**src/rtl/mem_port_arbiter.sv**
```systemverilog
// Shares one single-ported memory between instruction fetch and the M-stage load/store path.
// Sequences ready-handshake bus transactions, alternates grants on contention, flags misaligned data accesses.
module mem_port_arbiter #(
  parameter int ADDR_W = 32,
  parameter int DATA_W = 32
) (
  input  logic              clk,
  input  logic              reset,
  input  logic              if_req,
  input  logic [ADDR_W-1:0] if_addr,
  output logic [DATA_W-1:0] if_rdata,
  output logic              if_done,
  input  logic              m_read,
  input  logic              m_write,
  input  logic [ADDR_W-1:0] m_addr,
  input  logic [DATA_W-1:0] m_wdata,
  input  logic [1:0]        m_mode,
  input  logic              m_sign,
  output logic [DATA_W-1:0] m_rdata,
  output logic              m_done,
  output logic              m_err,
  output logic              mem_req,
  output logic              mem_we,
  output logic [ADDR_W-1:0] mem_addr,
  output logic [DATA_W-1:0] mem_wdata,
  output logic [3:0]        mem_be,
  input  logic [DATA_W-1:0] mem_rdata,
  input  logic              mem_ready,
  output logic              stall_if,
  output logic              stall_m
);

  typedef enum logic [1:0] {IDLE, FETCH, DATA, ERR} state_t;

  state_t              state_q, state_d;
  logic                lastGrant_q, lastGrant_d;
  logic [ADDR_W-1:0]   addr_q, addr_d;
  logic                we_q, we_d;
  logic [3:0]          be_q, be_d;
  logic [DATA_W-1:0]   wdata_q, wdata_d;
  logic [1:0]          mode_q, mode_d;
  logic                sign_q, sign_d;

  logic                decide, fetchCand, dataCand, pickData;
  logic                misaligned, busActive, dataDone;
  logic [3:0]          reqBe;
  logic [DATA_W-1:0]   reqWdata, loadData, shifted;
  logic [15:0]         halfV;
  logic [7:0]          byteV;

  // Lane mapping of the incoming M-stage request; mode 3 falls through to word.
  always_comb begin
    reqBe      = 4'hF;
    reqWdata   = m_wdata;
    misaligned = (m_addr[1:0] != 2'b00);
    case (m_mode)
      2'd1: begin
        reqBe      = m_addr[1] ? 4'b1100 : 4'b0011;
        reqWdata   = {2{m_wdata[15:0]}};
        misaligned = m_addr[0];
      end
      2'd2: begin
        reqBe      = 4'b0001 << m_addr[1:0];
        reqWdata   = {4{m_wdata[7:0]}};
        misaligned = 1'b0;
      end
      default: ;
    endcase
  end

  always_comb begin
    state_d     = state_q;
    lastGrant_d = lastGrant_q;
    addr_d      = addr_q;
    we_d        = we_q;
    be_d        = be_q;
    wdata_d     = wdata_q;
    mode_d      = mode_q;
    sign_d      = sign_q;

    // The requester that just finished is excluded so it cannot be re-granted back to back.
    decide    = (state_q == IDLE) || (state_q == ERR) ||
                (((state_q == FETCH) || (state_q == DATA)) && mem_ready);
    fetchCand = if_req && (state_q != FETCH);
    dataCand  = (m_read || m_write) && (state_q != DATA) && (state_q != ERR);
    pickData  = dataCand && (!fetchCand || !lastGrant_q);

    if (decide) begin
      state_d = IDLE;
      if (pickData) begin
        state_d     = misaligned ? ERR : DATA;
        lastGrant_d = 1'b1;
        addr_d      = m_addr;
        we_d        = m_write;
        be_d        = reqBe;
        wdata_d     = reqWdata;
        mode_d      = m_mode;
        sign_d      = m_sign;
      end else if (fetchCand) begin
        state_d     = FETCH;
        lastGrant_d = 1'b0;
        addr_d      = if_addr;
        we_d        = 1'b0;
        be_d        = 4'hF;
      end
    end
  end

  always_ff @(posedge clk) begin
    if (reset) begin
      state_q     <= IDLE;
      lastGrant_q <= 1'b0;
      addr_q      <= '0;
      we_q        <= 1'b0;
      be_q        <= 4'h0;
      wdata_q     <= '0;
      mode_q      <= 2'd0;
      sign_q      <= 1'b0;
    end else begin
      state_q     <= state_d;
      lastGrant_q <= lastGrant_d;
      addr_q      <= addr_d;
      we_q        <= we_d;
      be_q        <= be_d;
      wdata_q     <= wdata_d;
      mode_q      <= mode_d;
      sign_q      <= sign_d;
    end
  end

  // Load lane select and extension from the latched address and mode.
  always_comb begin
    shifted  = mem_rdata >> {addr_q[1:0], 3'b000};
    byteV    = shifted[7:0];
    halfV    = addr_q[1] ? mem_rdata[31:16] : mem_rdata[15:0];
    loadData = mem_rdata;
    case (mode_q)
      2'd1:    loadData = {{16{sign_q & halfV[15]}}, halfV};
      2'd2:    loadData = {{24{sign_q & byteV[7]}}, byteV};
      default: ;
    endcase
  end

  assign busActive = (state_q == FETCH) || (state_q == DATA);
  assign dataDone  = (state_q == DATA) && mem_ready && !reset;

  assign if_done   = (state_q == FETCH) && mem_ready && !reset;
  assign if_rdata  = if_done ? mem_rdata : '0;
  assign m_done    = dataDone || (state_q == ERR);
  assign m_err     = (state_q == ERR);
  assign m_rdata   = (dataDone && !we_q) ? loadData : '0;

  assign mem_req   = busActive;
  assign mem_we    = (state_q == DATA) && we_q;
  assign mem_addr  = busActive ? {addr_q[ADDR_W-1:2], 2'b00} : '0;
  assign mem_be    = busActive ? be_q : 4'h0;
  assign mem_wdata = mem_we ? wdata_q : '0;

  assign stall_if  = if_req && !if_done;
  assign stall_m   = (m_read || m_write) && !m_done;

endmodule

```
**config.mk**
```make
export PLATFORM = sky130hd
export DESIGN_NAME = mem_port_arbiter
export DESIGN_NICKNAME = d
export VERILOG_FILES = /design/src/rtl/mem_port_arbiter.sv
export SDC_FILE = /design/constraint.sdc
export NUM_CORES = 1
export LEC_CHECK = 0
export CAP_MARGIN = 20
export CORE_AREA = 2 2 116 118
export CTS_BUF_LIST = sky130_fd_sc_hd__clkbuf_4
export DETAILED_ROUTE_END_ITERATION = 10
export DIE_AREA = 0 0 118 120
export PLACE_DENSITY = 0.93
export SLEW_MARGIN = 20
export SYNTH_ARGS = -nofsm -noshare
export SYNTH_HDL_FRONTEND = slang
export SYNTH_SLANG_ARGS = --single-unit
```
**constraint.sdc**
```tcl
create_clock -name clk -period 2.7 [get_ports clk]
set_clock_uncertainty 0.2 [all_clocks]
set_input_delay 0.27 -clock clk [delete_from_list [all_inputs] [get_ports clk]]
set_output_delay 0.27 -clock clk [all_outputs]
set_load 0.05 [all_outputs]
```
# Yosys cells after proc, flatten, opt, wreduce, memory -nomap -nowiden
# Index checks and enable logic that the tools add are counted.
# word_totals
regBits	75
in_bits	137
out_inout_bits	139
wordCells	73
# op_classes
n_eq_ne	10
n_shift	2
muxes	21
bitwise_logic	2
reduce_logical	30
# ops
cell	n
two-way mux 32 bit	6
case mux 32 bit (2 select lines)	2
>> shifter 32 x 5 -> 8 bit	1
two-way mux 16 bit	1
two-way mux 4 bit	4
logical AND 1 bit	13
equality test 2 bit, second input constant	4
case mux 4 bit (2 select lines)	1
equality test 2 x 1 -> 1 bit, second input constant	3
logical NOT 1 bit	6
logical OR 1 bit	6
two-way mux 1 bit	5
inequality test 2 bit, second input constant	2
AND reduction 2 bit	2
nonzero test 2 bit	2
<< shifter 1 x 2 -> 4 bit, first input constant	1
AND 1 bit	2
logical NOT 2 bit	1
two-way mux 2 bit	1
inequality test 2 x 1 -> 1 bit, second input constant	1
case mux 1 bit (2 select lines)	1

# Logic depth before layout (Yosys ltp)
# Gate-level depths: netlist (run 1).
# depth
word_depth	7
mapped_depth	9

# Worst setup path after synthesis (run 1)
# No wires, ideal clock.
# synth_timing
kind	register -> output
start	reg state_q[0]
end	out m_rdata[14]
t_arrival_ns	1.972
required_time_ns	2.230
path_slack_ns	0.258
path_stages_with_launch	8
path_buffers	2
path_cell_list	dfxtp_1 > inv_1 > ha_1 > and4bb_2 > buf_4 > buf_2 > o21ai_0 > nor2_1
# synth_between
elab_chain_cells	5
# synth_lines
item	line_no	text
start, declared	35	state_t state_q, state_d;
start signal, assigned	120	state_q <= state_d;
equality test 2 bit	145	assign dataDone = (state_q == DATA) && mem_ready && !reset;
logical AND 1 bit (2 in series)	145	
logical AND 1 bit	151	assign m_rdata = (dataDone && !we_q) ? loadData : '0;
two-way mux 32 bit	151	
end, declared	19	output logic [DATA_W-1:0] m_rdata,
# Every way passes these cells.

# Worst setup path in the final report (run 1)
# layout_timing
start	reg addr_q[0]
end	out m_rdata[27]
# layout_between
elab_chain_cells	4
# layout_lines
item	line_no	text
start, declared	37	logic [ADDR_W-1:0] addr_q, addr_d;
start signal, assigned	122	addr_q <= addr_d;
>> shifter 32 x 5 -> 8 bit	133	shifted = mem_rdata >> {addr_q[1:0], 3'b000};
AND 1 bit	139	2'd2: loadData = {{24{sign_q & byteV[7]}}, byteV};
case mux 32 bit (2 select lines)	137	case (mode_q)
two-way mux 32 bit	151	
# Every way passes these cells.

==> run_results.csv, run 1 <==
group,metric,value,unit
timing,drv_slew,0,
floorplan,die_w,118,um
yosys,syn_inst,718,
timing,setup_viol,0,
pwr,cellPowerDensity,692.6,mW/mm2
setup_path,critPathKind,"register to primary output",
drt,avgViaCountPerCell,5.465,
setup_path,cp.arrival,2180,ps
timing,hold_viol,0,
timing,min_period,2653,ps
floorplan,core_area,0.01298,mm2
drt,drc_errors,0,
final_layout,areaGrowthSynthToFinish,76.81,%
yosys,syn_area_per_cell,7.183,um2
worst_hold_path,hold_depth,3,
placed_design,io_buffers,273,
yosys,synth_seq_cells,75,
global_route,grt_pass1_wl,32420,um
yosys,ys_warn_count,0,
placed_design,gp_congestion,0.8873,
clock_network,cts_max_level,3,
drt,drtIter0Drc,437,
setup_path,critPathLaunchType,"register",
clock_network,cts.sink_count,75,
clock_network,holdBufCountCts,0,
placed_design,dp_hpwl,15480,um
global_route,grt_max_degree,76,
run,drv_cap,0,
floorplan,die_area,0.01416,mm2
final_layout,fill_cells,964,
floorplan,start_util,0.3973,
clock_network,path_clk_slew,130,ps
floorplan,ioPinCount,276,
clock_network,clkLatencyLatePin,430,ps
outcome,status,"finished, final reports clean",
setup_path,reg2reg_slack,600,ps
setup_path,endpoint_kind,"primary output",
timing,relSlewSlack,0.3276,
clock_network,root_buffer,"clkbuf_4",
timing,rsz0062_at_grt,"true",
timing,worst_pin_slew,1009,ps
timing,hold_slack,177.1,ps
drt,vias,6225,
drt,wire_per_inst,17.91,um
drt,dr.pass1.iters,5,
global_route,track_usage,0.2851,
timing,finalSetupTns,0,ps
clock_network,cts_tree,"yes",
final_layout,final_cell_area,0.009119,mm2
clock_network,cts_setup_buffers,0,
timing,fmax,376.9,MHz
placed_design,dp_slack,174.3,ps
pwr,p_leak,0.003863,uW
floorplan,rows,42,
timing,period_share,0.9828,
pwr,vdd_drop_max,0.3636,mV
final_layout,layout_commonest_cell,"clkdlybuf4s50_1",
final_layout,drive_gt1_frac,0.2412,
drt,drtAntennaViolNets,0,
final_layout,multiInputGateArea,0.003093,mm2
worst_hold_path,min_path_type,"primary input to register",
global_route,antenna_found_initial,1,
global_route,grt_pass1_vias,6211,
setup_path,crit_required,2230,ps
yosys,synth_cell_types,44,
yosys,ys_seq_area_frac,0.2911,
setup_path,cp_max_fo,16,
final_layout,seqCellArea,0.001505,mm2
final_layout,nNetsFinal,1101,
clock_network,clockBufferDepth,2,
placed_design,placedInstanceArea,0.008951,mm2
global_route,grt.overflow.total,0,
final_layout,mostFrequentLayoutCells,"clkdlybuf4s50_1, nand2_1, buf_12",
clock_network,cts_buffers,9,
pwr,finalPower,6315,uW
timing,finalWorstSetupSlack,46.52,ps
drt,wl,20400,um
setup_path,reg2regPathDepth,7,
floorplan,die_h,120,um
yosys,netlist_area,0.005157,mm2
[state kept, by name, summed over array words and instances (netlist names)]
| name | cells |
|---|---|
| mode_q | 2 |
| we_q | 1 |
| state_q | 2 |
| sign_q | 1 |
| addr_q | 32 |
| wdata_q | 32 |
| be_q | 4 |
| lastGrant_q | 1 |
[power by group]
group	switching (uW)	internal (uW)	leakage, uW
logic	2520	1480	0.00317
registers	145	1450	0.000622
clock network	436	279	0.0000714
[worst paths after layout]
check | from | end
setup / recovery | addr_q[0]$_SDFFE_PP0P_ | m_rdata[27]
hold / removal | m_addr[29] | addr_q[29]$_SDFFE_PP0P_
setup reg to reg | state_q[0]$_SDFFE_PP0P_ | be_q[1]$_SDFFE_PP0P_
hold reg to reg | wdata_q[28]$_SDFFE_PP0P_ | wdata_q[28]$_SDFFE_PP0P_
[through the flow]
stage,utilization,cells
after floorplan,-,719
after global placement,0.6896,1122
after detailed placement,0.6896,1122
after CTS,0.7008,1138
after global routing,0.7025,1139
final,0.7025,1139
[cells in the mapped netlist (all sizes together)]
master | number | area [um2]
ha | 7 | 87.58
nand4 | 1 | 6.260
inv | 63 | 236.5
a31o | 1 | 8.760
a211oi | 42 | 315.3
o2111ai | 1 | 26.28
and2 | 35 | 221.5
and4bb | 1 | 12.51
buf | 36 | 212.7
clkbuf | 37 | 138.9
nor3 | 10 | 50.05
and2b | 1 | 8.760
a311oi | 1 | 8.760
conb | 1 | 3.750
nor2b | 4 | 25.02
nor3b | 1 | 7.510
mux2i | 9 | 90.09
a221oi | 42 | 543.0
o21ai | 28 | 140.1
and4 | 1 | 8.760
or2 | 3 | 18.78
o221a | 8 | 90.09
a311o | 1 | 10.01
mux4 | 1 | 22.52
nand3 | 1 | 5.000
o22ai | 7 | 43.79
dfxtp | 75 | 1501
and3 | 35 | 220.2
a21o | 2 | 15.01
nand3b | 1 | 7.510
nand2 | 124 | 465.5
nor2 | 83 | 319.1
a21oi | 55 | 286.5
[final cells by class]
type	instances	share of cell area
Timing Repair Buffer	300	0.4306
Multi-Input combinational cell	508	0.3392
Sequential cell	75	0.1651
Inverter	63	0.02593
Tap cell	176	0.02415
Clock buffer	9	0.007409
Clock inverter	7	0.007409
Antenna cell	1	0.0002744
[metal layers]
metal | share of wire | vias to the layer above | track usage
met5 | 0 | - | 0
met4 | 0.043 | 0 | 0.1476
met3 | 0.087 | 70 | 0.08175
met2 | 0.50 | 345 | 0.4855
li1 | - | 2936 | -
met1 | 0.37 | 2874 | 0.3252
[cell families (layout without fill, tap and decap cells)]
logic type,Yosys count,count (layout),synth area share
AND/OR/NAND/NOR,301,301,0.2669
AO/OA/AOI/OAI,188,188,0.2885
buffers and inverters,136,379,0.1140
flip-flops,75,75,0.2911
multiplexers,10,10,0.02183
adder cells (fa/ha/maj),7,7,0.01698
other,1,3,0.0007271
[worst max-delay path: stages (launching register included)]
cell and delay, ps:
dfxtp_4 400, mux4_2 520, and2_4 190, o2111ai_4 200, buf_12 180, nand2_1 100, buf_12 160
[what timing repair did]
action                     4_1_cts  5_1_grt
resized for setup                4        6
setup endpoints to repair       17       24
pin swaps                        0        1
Power figures use the tool's default switching activity.
==> run 2: changes to the inputs <==
--- a/config.mk
+++ b/config.mk
@@ -10,6 +10,7 @@
 export CTS_BUF_LIST = sky130_fd_sc_hd__clkbuf_4
 export DETAILED_ROUTE_END_ITERATION = 10
 export DIE_AREA = 0 0 118 120
+export HOLD_SLACK_MARGIN = 0.1
 export PLACE_DENSITY = 0.93
 export SLEW_MARGIN = 20
 export SYNTH_ARGS = -nofsm -noshare
==> results of run 2 <==
The final DEF is identical to that of run 1; final timing and power are the same.
